===== src/rtl/ctrl_pkg.sv =====
// Shared definitions for the control-bus round-robin arbiter (optional ARB_WATCHDOG_EN).
package ctrl_pkg;

    typedef enum logic [1:0] {
        ST_IDLE    = 2'd0,
        ST_GRANT   = 2'd1,
        ST_OWN     = 2'd2,
        ST_RELEASE = 2'd3
    } state_t;

    localparam int N_REQ_DEF = 8;
    localparam int OWNER_W   = $clog2(N_REQ_DEF);

endpackage


===== src/rtl/ctrl_rr_arbiter_rr_pick.sv =====
// Rotating-priority encoder: first set request at or above ptr, wrapping.
module rr_pick
    import ctrl_pkg::*;
#(
    parameter int N  = N_REQ_DEF,
    parameter int OW = OWNER_W
) (
    input  logic [N-1:0]  req,
    input  logic [OW-1:0] ptr,
    output logic [OW-1:0] idx,
    output logic          valid
);

    int j;

    always_comb begin
        idx   = '0;
        valid = 1'b0;
        j     = 0;
        for (int i = 0; i < N; i++) begin
            j = int'(ptr) + i;
            if (j >= N) j = j - N;
            if (!valid && req[j]) begin
                valid = 1'b1;
                idx   = OW'(j);
            end
        end
    end

endmodule


===== src/rtl/ctrl_rr_arbiter.sv =====
// Round-robin bus-owner arbiter; define ARB_WATCHDOG_EN to enable the start/hold watchdog.
module ctrl_rr_arbiter
    import ctrl_pkg::*;
#(
    parameter int N_REQ         = N_REQ_DEF,
    parameter int START_TIMEOUT = 16,
    parameter int MAX_HOLD      = 1024
) (
    input  logic                     CLK,
    input  logic                     RESET,
    input  logic [N_REQ-1:0]         REQUEST,
    input  logic [N_REQ-1:0]         BUSY,
    output logic [N_REQ-1:0]         EN,
    output logic [$clog2(N_REQ)-1:0] OWNER,
    output logic                     ACTIVE,
    output logic                     TIMEOUT
);

    localparam int OW = $clog2(N_REQ);

    generate
        if (N_REQ < 2 || N_REQ > 16 || START_TIMEOUT < 1 || MAX_HOLD < 1) begin : g_bad_param
            $error("ctrl_rr_arbiter: parameter out of range");
        end
    endgenerate

    state_t        state;
    logic [OW-1:0] ptr;
    logic [OW-1:0] pick_idx;
    logic          pick_vld;
    logic [OW-1:0] ptr_next;
    logic          rel;

    rr_pick #(.N(N_REQ), .OW(OW)) u_pick (
        .req   (REQUEST),
        .ptr   (ptr),
        .idx   (pick_idx),
        .valid (pick_vld)
    );

    assign ptr_next = (OWNER == OW'(N_REQ - 1)) ? '0 : OWNER + 1'b1;

`ifdef ARB_WATCHDOG_EN
    localparam int CW = $clog2(MAX_HOLD + 1);
    logic [CW-1:0] cnt;
    logic          wd;
    logic          timeout_q;
    assign TIMEOUT = timeout_q;
`else
    assign TIMEOUT = 1'b0;
`endif

    // BUSY rising in GRANT wins over a simultaneous request withdrawal.
    always_comb begin
        rel = 1'b0;
`ifdef ARB_WATCHDOG_EN
        wd  = 1'b0;
`endif
        case (state)
            ST_GRANT: if (!BUSY[OWNER]) begin
                if (!REQUEST[OWNER]) rel = 1'b1;
`ifdef ARB_WATCHDOG_EN
                else if (cnt == CW'(START_TIMEOUT - 1)) begin rel = 1'b1; wd = 1'b1; end
`endif
            end
            ST_OWN: begin
                if (!BUSY[OWNER]) rel = 1'b1;
`ifdef ARB_WATCHDOG_EN
                else if (cnt == CW'(MAX_HOLD - 1)) begin rel = 1'b1; wd = 1'b1; end
`endif
            end
            default: ;
        endcase
    end

    always_ff @(posedge CLK) begin
        if (RESET) begin
            state  <= ST_IDLE;
            ptr    <= '0;
            OWNER  <= '0;
            EN     <= '0;
            ACTIVE <= 1'b0;
`ifdef ARB_WATCHDOG_EN
            cnt       <= '0;
            timeout_q <= 1'b0;
`endif
        end else begin
`ifdef ARB_WATCHDOG_EN
            timeout_q <= 1'b0;
`endif
            case (state)
                ST_IDLE: if (pick_vld) begin
                    state  <= ST_GRANT;
                    OWNER  <= pick_idx;
                    EN     <= N_REQ'(1) << pick_idx;
                    ACTIVE <= 1'b1;
`ifdef ARB_WATCHDOG_EN
                    cnt    <= '0;
`endif
                end
                ST_GRANT, ST_OWN: begin
                    if (rel) begin
                        // Pointer rotates past the owner whatever the release cause.
                        state  <= ST_RELEASE;
                        EN     <= '0;
                        ACTIVE <= 1'b0;
                        OWNER  <= '0;
                        ptr    <= ptr_next;
`ifdef ARB_WATCHDOG_EN
                        timeout_q <= wd;
`endif
                    end else if (state == ST_GRANT && BUSY[OWNER]) begin
                        state <= ST_OWN;
`ifdef ARB_WATCHDOG_EN
                        cnt   <= '0;
`endif
                    end
`ifdef ARB_WATCHDOG_EN
                    else if (cnt != '1) begin
                        cnt <= cnt + 1'b1;
                    end
`endif
                end
                default: state <= ST_IDLE;
            endcase
        end
    end

endmodule

===== config.mk =====
export PLATFORM = sky130hd
export DESIGN_NAME = ctrl_rr_arbiter
export DESIGN_NICKNAME = d
export VERILOG_FILES = /design/src/rtl/ctrl_pkg.sv /design/src/rtl/ctrl_rr_arbiter_rr_pick.sv /design/src/rtl/ctrl_rr_arbiter.sv
export SDC_FILE = /design/constraint.sdc
export NUM_CORES = 1
export LEC_CHECK = 0
export ABC_AREA = 1
export BUFFER_PORTS_ARGS = -buffer_cell sky130_fd_sc_hd__buf_4
export CAP_MARGIN = 20
export CORE_MARGIN = 10
export CORE_UTILIZATION = 55
export CTS_CLUSTER_SIZE = 10
export DETAILED_ROUTE_END_ITERATION = 16
export PLACE_DENSITY = 0.84
export SLEW_MARGIN = 20
export SYNTH_ARGS = -nofsm -noshare
export SYNTH_HDL_FRONTEND = slang
export SYNTH_SLANG_ARGS = --single-unit
export TNS_END_PERCENT = 10

===== constraint.sdc =====
create_clock -name CLK -period 4.41 [get_ports CLK]
set_clock_uncertainty 0.05 [all_clocks]
set_input_delay 0.441 -clock CLK [delete_from_list [all_inputs] [get_ports CLK]]
set_output_delay 0.441 -clock CLK [all_outputs]
set_load 0.02 [all_outputs]

[Word-level counts from Yosys, hierarchy flattened]
Index checks and enable logic that the tools add are counted.
Word-level totals
  flip-flop bits (word level): 17
  output and inout port bits: 13
  logic and storage cells: 136
Operators by class
  add/sub/neg operators: 16
  magnitude comparators: 17
  equal/unequal tests: 6
  shifts and indexed selects: 1
  mux-type cells: 70
  reductions and logical operators: 21
Operators by type and width (count)
  < comparator 32 x 5 -> 1 bit, second input constant: 8
  2-to-1 mux 32 bit: 8
  greater-or-equal comparator 32 x 5 -> 1 bit, second input constant: 7
  subtractor 32 x 5 -> 32 bit, second input constant: 7
  2-to-1 mux 3 bit: 11
  2-to-1 mux 1 bit: 31
  binary-select mux 1 bit (select 3 bit): 10
  adder 3 x 3 -> 4 bit, second input constant: 4
  2-to-1 mux 8 bit: 2
  case mux 8 bit (2 select lines): 1
  adder 3 x 2 -> 4 bit, second input constant: 2
  logical AND 1 bit: 8
  left shift 1 x 3 -> 8 bit, first input constant: 1
  logical NOT 1 bit: 7
  2-to-1 mux 2 bit: 3
  case mux 3 bit (2 select lines): 1
  subtractor 3 x 4 -> 5 bit, second input constant: 1
  adder 3 x 1 -> 4 bit, second input constant: 1
  greater-or-equal comparator 3 x 4 -> 1 bit, second input constant: 1
  < comparator 3 x 4 -> 1 bit, second input constant: 1
  != test 2 bit, second input constant: 2
  case mux 1 bit (2 select lines): 2
  case mux 2 bit (2 select lines): 1
  AND reduction 2 bit: 2
  other kinds (9): 9

[Logic depth before layout (Yosys ltp)]
  depth after elaboration: 30
  mapped depth: 20
  gate-level depth less buffers: 19

[Cells and area by module]
A second synthesis with hierarchy kept.
Second synthesis, totals
  cell total of the unflattened synthesis: 286
  area total of the unflattened synthesis: 1939.4 sq um
By module, submodules not included
  ctrl_rr_arbiter: instances 1, cells an instance 151, area an instance 1039.7 sq um, seq. area each 340.3 sq um
  rr_pick: instances 1, cells an instance 135, area an instance 899.6 sq um, seq. area each 0.0 sq um

[Least setup slack after synthesis]
OpenSTA, ideal clock, no wires.
  path type: register -> register
  start point: register ptr[0]
  end point: register EN[0]
  data arrival time: 2.341 ns
  required time: 4.232 ns
  slack: 1.892 ns
  stages on the path, launching flop included: 18
  period minus slack after synthesis: 2.518 ns
  cell sequence: dfxtp_1 -> inv_2 -> buf_6 -> ha_1 -> inv_2 -> nand3_4 -> nand3_2 -> nand2_4 -> nor2_8 -> nand4_4 -> nor2_8 -> nand3_4 -> nand2_4 -> nor2_8 -> nand3_2 -> nor2_1 -> nor2_1 -> nor2_1
On the way
  cells in the longest elaborated chain, start to end: 30
  elaborated cells between the ends (all ways): 90
  those cells by class: 15 x add/sub; 8 x order compare; 1 x eq/ne; 1 x shift; 50 x mux; 15 x reduce/logical
Ends and longest elaborated chain
  start, declared: RTL line ctrl_rr_arbiter.sv:28  | logic [OW-1:0] ptr;
  start signal, assigned: RTL line ctrl_rr_arbiter.sv:108  | ptr <= ptr_next;
  branches (longest 30 deep; another with subtractor 32 x 5 -> 32 bit)
  end signal, assigned: RTL line ctrl_rr_arbiter.sv:95  | EN <= N_REQ'(1) << pick_idx;
  end, declared: RTL line ctrl_rr_arbiter.sv:13  | output logic [N_REQ-1:0] EN,
Parallel ways; which one is timed is not known. The select of a mux whose other input is x is not followed.
A chain may end at the register's enable or synchronous reset.

[Final worst setup path]
  start point: register ptr[0]
  end point: register EN[3]
Same word-level chain as after synthesis.

==> impl_metrics.ini <==
[routing]
num_vias = 1978
drt-wirelength-per-cell_um = 12.2
antenna_left = 0
drt_wl_total_um = 4490
vias_per_cell = 5.39
count_of_unresolved_drc_violations_after_routing = 0
drtIter0Drc = 211
drt_pre_antenna_iters = 4

[sta]
slew_violations = 0
final_hold_viol_count = 0
clock.fmax_mhz = 319
timing.setup.tns_ps = 0
setup_viol = 0
max_slew_margin_pct = 63.5
worst_slack_ps = 1270
worst-slew-pin-transition_ps = 547
timing.final.crit_period_ps = 3140
rsz0062_at_grt = no
period_share_pct = 71.1

[global_route]
overflow = 0
grt_start_max_net_pins = 16
grt_antenna_before_repair = 0
grt_pass1_vias = 1836
grt_first_pass_wirelength_um = 7960
grtUsageTotal_pct = 15.2

[synthesis]
netlist_area_um2 = 1840
proportion_of_synthesized_chip_area_in_sequential_cells_pct = 18.5
synth_edf_count = 0
synth_warnings = 0
netlist_top_cells_area = sky130_fd_sc_hd__dfxtp_1, sky130_fd_sc_hd__nand2_1, sky130_fd_sc_hd__nand3_1
synth_top_area_share_pct = 18.5
mappedNetlistNets = 323
postSynth.topFlopCell = sky130_fd_sc_hd__dfxtp_1
asr_flop_ratio_synth_pct = 0
post_synth.cell_area_avg_um2 = 6.20
flip_flop_and_latch_count_after_synthesis = 17
yosys.area.top_type = sky130_fd_sc_hd__dfxtp_1
post_synth_inst_count = 297
yosysUniqueCellTypes = 32

[worst_setup_path]
cp.required_ps = 4570
worst_setup_path_start_kind = flip-flop
timing.critical_path.to_type = flip-flop
worst_setup_path_category = flip-flop to flip-flop
crit_arrival_ps = 3290
critical_path.max_fanout = 15
r2r_setup_slack_ps = 1270

[finish]
layout-drive-gt1-share_pct = 21.1
multi_input_area_um2 = 1330
diodes = 0
p_r_area_growth_vs_syn_pct = 13.5
regArea_um2 = 340
number_of_filler_instances_in_the_final_layout = 300
number_of_nets_at_the_end_of_the_flow = 350
instances_no_fill = 367

[pwr]
swShare_pct = 60.1
intPower_mw = 0.650
leakage_nw = 1.03
sequentialPowerShare_pct = 17.1
power_density_nw_per_um2 = 778
power_switching_mw = 0.978
pwr-share-clk_pct = 5.6
p_comb_share_pct = 77.3
ir_drop_mv = 0.466

[clock_tree]
setup_buffers_after_cts = 0
tritoncts_clock_tree = done
cts.root.buffer_cell = sky130_fd_sc_hd__clkbuf_4
cts_repair_resize_count = 0
clkSinkCount = 17
cts_buffer_depth = 2
cts-htree-levels = 1
cts.hold.buffers_added = 0
cts_inserted_buffers = 3
worst_skew_pair.late_latency_ps = 310
worst_setup_hold_path_clk_slew_ps = 110

[run]
timing.max_cap.violations = 0

[floorplanning]
initial_core_util_pct = 58.9
chipWidth_um = 77.9
floorplan.io_pins = 31
die_area_um2 = 6060
design.core.area_um2 = 3130
die_extent_in_y_um = 77.9
core.rowCount = 20

[placement]
dp_hpwl_um = 3640
globalplace.congestion = 0.929
port_buffers = 29
placedCellCount = 363
placement.setup.worst_slack_ps = 1350

[outcome]
run_status = finished, final reports clean

[min_path]
min_delay_path_class = input port to flip-flop
-- power groups by stage --
stage	Clock (mW)	Combinational [mW]	Sequential, mW
global placement	0	1.23	0.279
global route	0.0991	1.44	0.288
finish	0.0915	1.26	0.279
detailed placement	0	1.25	0.283
floorplan	0	1.00	0.280
CTS	0.0934	1.25	0.278
-- path summary, 6_finish.rpt --
path / from / to / cells after the start
worst max-delay path: ptr[0] / EN[3] / 16
worst min register to register: EN[7] / EN[7] / 2
worst min-delay path: RESET / ACTIVE / 2
worst max register to register: ptr[0] / EN[3] / 16
-- area by class of cell --
type | instances | area share (%)
clock buffer | 3 | 1.08
sequential | 17 | 16.3
inverter | 31 | 5.63
timing repair buffer | 29 | 10.4
tap | 44 | 2.63
clock inverter | 1 | 0.359
multi-input combinational | 242 | 63.6
-- per-stage QoR --
| step | cell area (um^2) | util (%) | power (mW) | hold WS, ps |
|---|---|---|---|---|
| 4_1_cts | 2090 | 66.8 | 1.62 | 342 |
| 6_report | 2090 | 66.8 | 1.63 | 345 |
| 5_1_grt | 2090 | 66.8 | 1.82 | 351 |
| 3_5_place_dp | 2060 | 65.9 | 1.53 | 418 |
| 2_1_floorplan | 1840 | - | 1.28 | 416 |
| 3_3_place_gp | 2060 | 65.9 | 1.51 | 408 |
-- cells by family after synthesis --
group           after synthesis  synth area share [%]
simple gates                200                  54.7
buf+inv                      38                  9.31
compound gates               29                  9.17
flops                        17                  18.5
fa+ha+maj                     8                  5.43
xor+xnor                      4                  2.72
other cells                   1                 0.204
-- synth_stat cells, types with 6 or more instances --
cell / count
sky130_fd_sc_hd__a21oi_1: 15
sky130_fd_sc_hd__dfxtp_1: 17
sky130_fd_sc_hd__ha_1: 8
sky130_fd_sc_hd__inv_1: 23
sky130_fd_sc_hd__inv_2: 6
sky130_fd_sc_hd__nand2_1: 83
sky130_fd_sc_hd__nand2_2: 6
sky130_fd_sc_hd__nand3_1: 43
sky130_fd_sc_hd__nand3_2: 7
sky130_fd_sc_hd__nand4_1: 7
sky130_fd_sc_hd__nor2_1: 40
sky130_fd_sc_hd__o21ai_0: 9
-- sequential cells by signal, indices dropped and copies added (netlist names) --
signal  count
EN          8
ptr         3
ACTIVE      1
OWNER       3
state       2
-- worst max-delay path, cell delays in order (launching register included) --
cell and delay (ps):
sky130_fd_sc_hd__dfxtp_1 680, sky130_fd_sc_hd__inv_2 280, sky130_fd_sc_hd__ha_1 460, sky130_fd_sc_hd__inv_2 180, sky130_fd_sc_hd__nand3_2 120, sky130_fd_sc_hd__nand2_1 90
sky130_fd_sc_hd__nor2_1 70, sky130_fd_sc_hd__a31oi_4 220, sky130_fd_sc_hd__inv_2 90, sky130_fd_sc_hd__nor2_8 170, sky130_fd_sc_hd__nand3_4 100, sky130_fd_sc_hd__nand2_4 160
sky130_fd_sc_hd__nor2_8 60, sky130_fd_sc_hd__nand3_2 110, sky130_fd_sc_hd__nor2_1 50, sky130_fd_sc_hd__nor2_1 90, sky130_fd_sc_hd__nor2_1 50
-- cell usage in the layout (no fill, tap or decap), types with 7 or more instances in the layout --
master                    netlist  final
sky130_fd_sc_hd__nand2_1       83     83
sky130_fd_sc_hd__nand3_1       43     43
sky130_fd_sc_hd__nor2_1        40     40
sky130_fd_sc_hd__buf_4          3     29
sky130_fd_sc_hd__inv_1         23     23
sky130_fd_sc_hd__dfxtp_1       17     17
sky130_fd_sc_hd__a21oi_1       15     15
sky130_fd_sc_hd__o21ai_0        9      9
sky130_fd_sc_hd__ha_1           8      8
sky130_fd_sc_hd__nand3_2        7      7
sky130_fd_sc_hd__nand4_1        7      7
-- routing by layer --
layer  GRT usage, %  wire, um  part of all wire (%)  vias to the layer above
met4           3.10        22                  0.49                        0
met3           3.57       289                   6.4                        5
met5              0         0                     0                        -
li1               -         -                     -                     1017
met1           18.7      2020                    45                      902
met2           26.0      2160                    48                       54
Note: power is estimated with default switching activity, not from simulation.
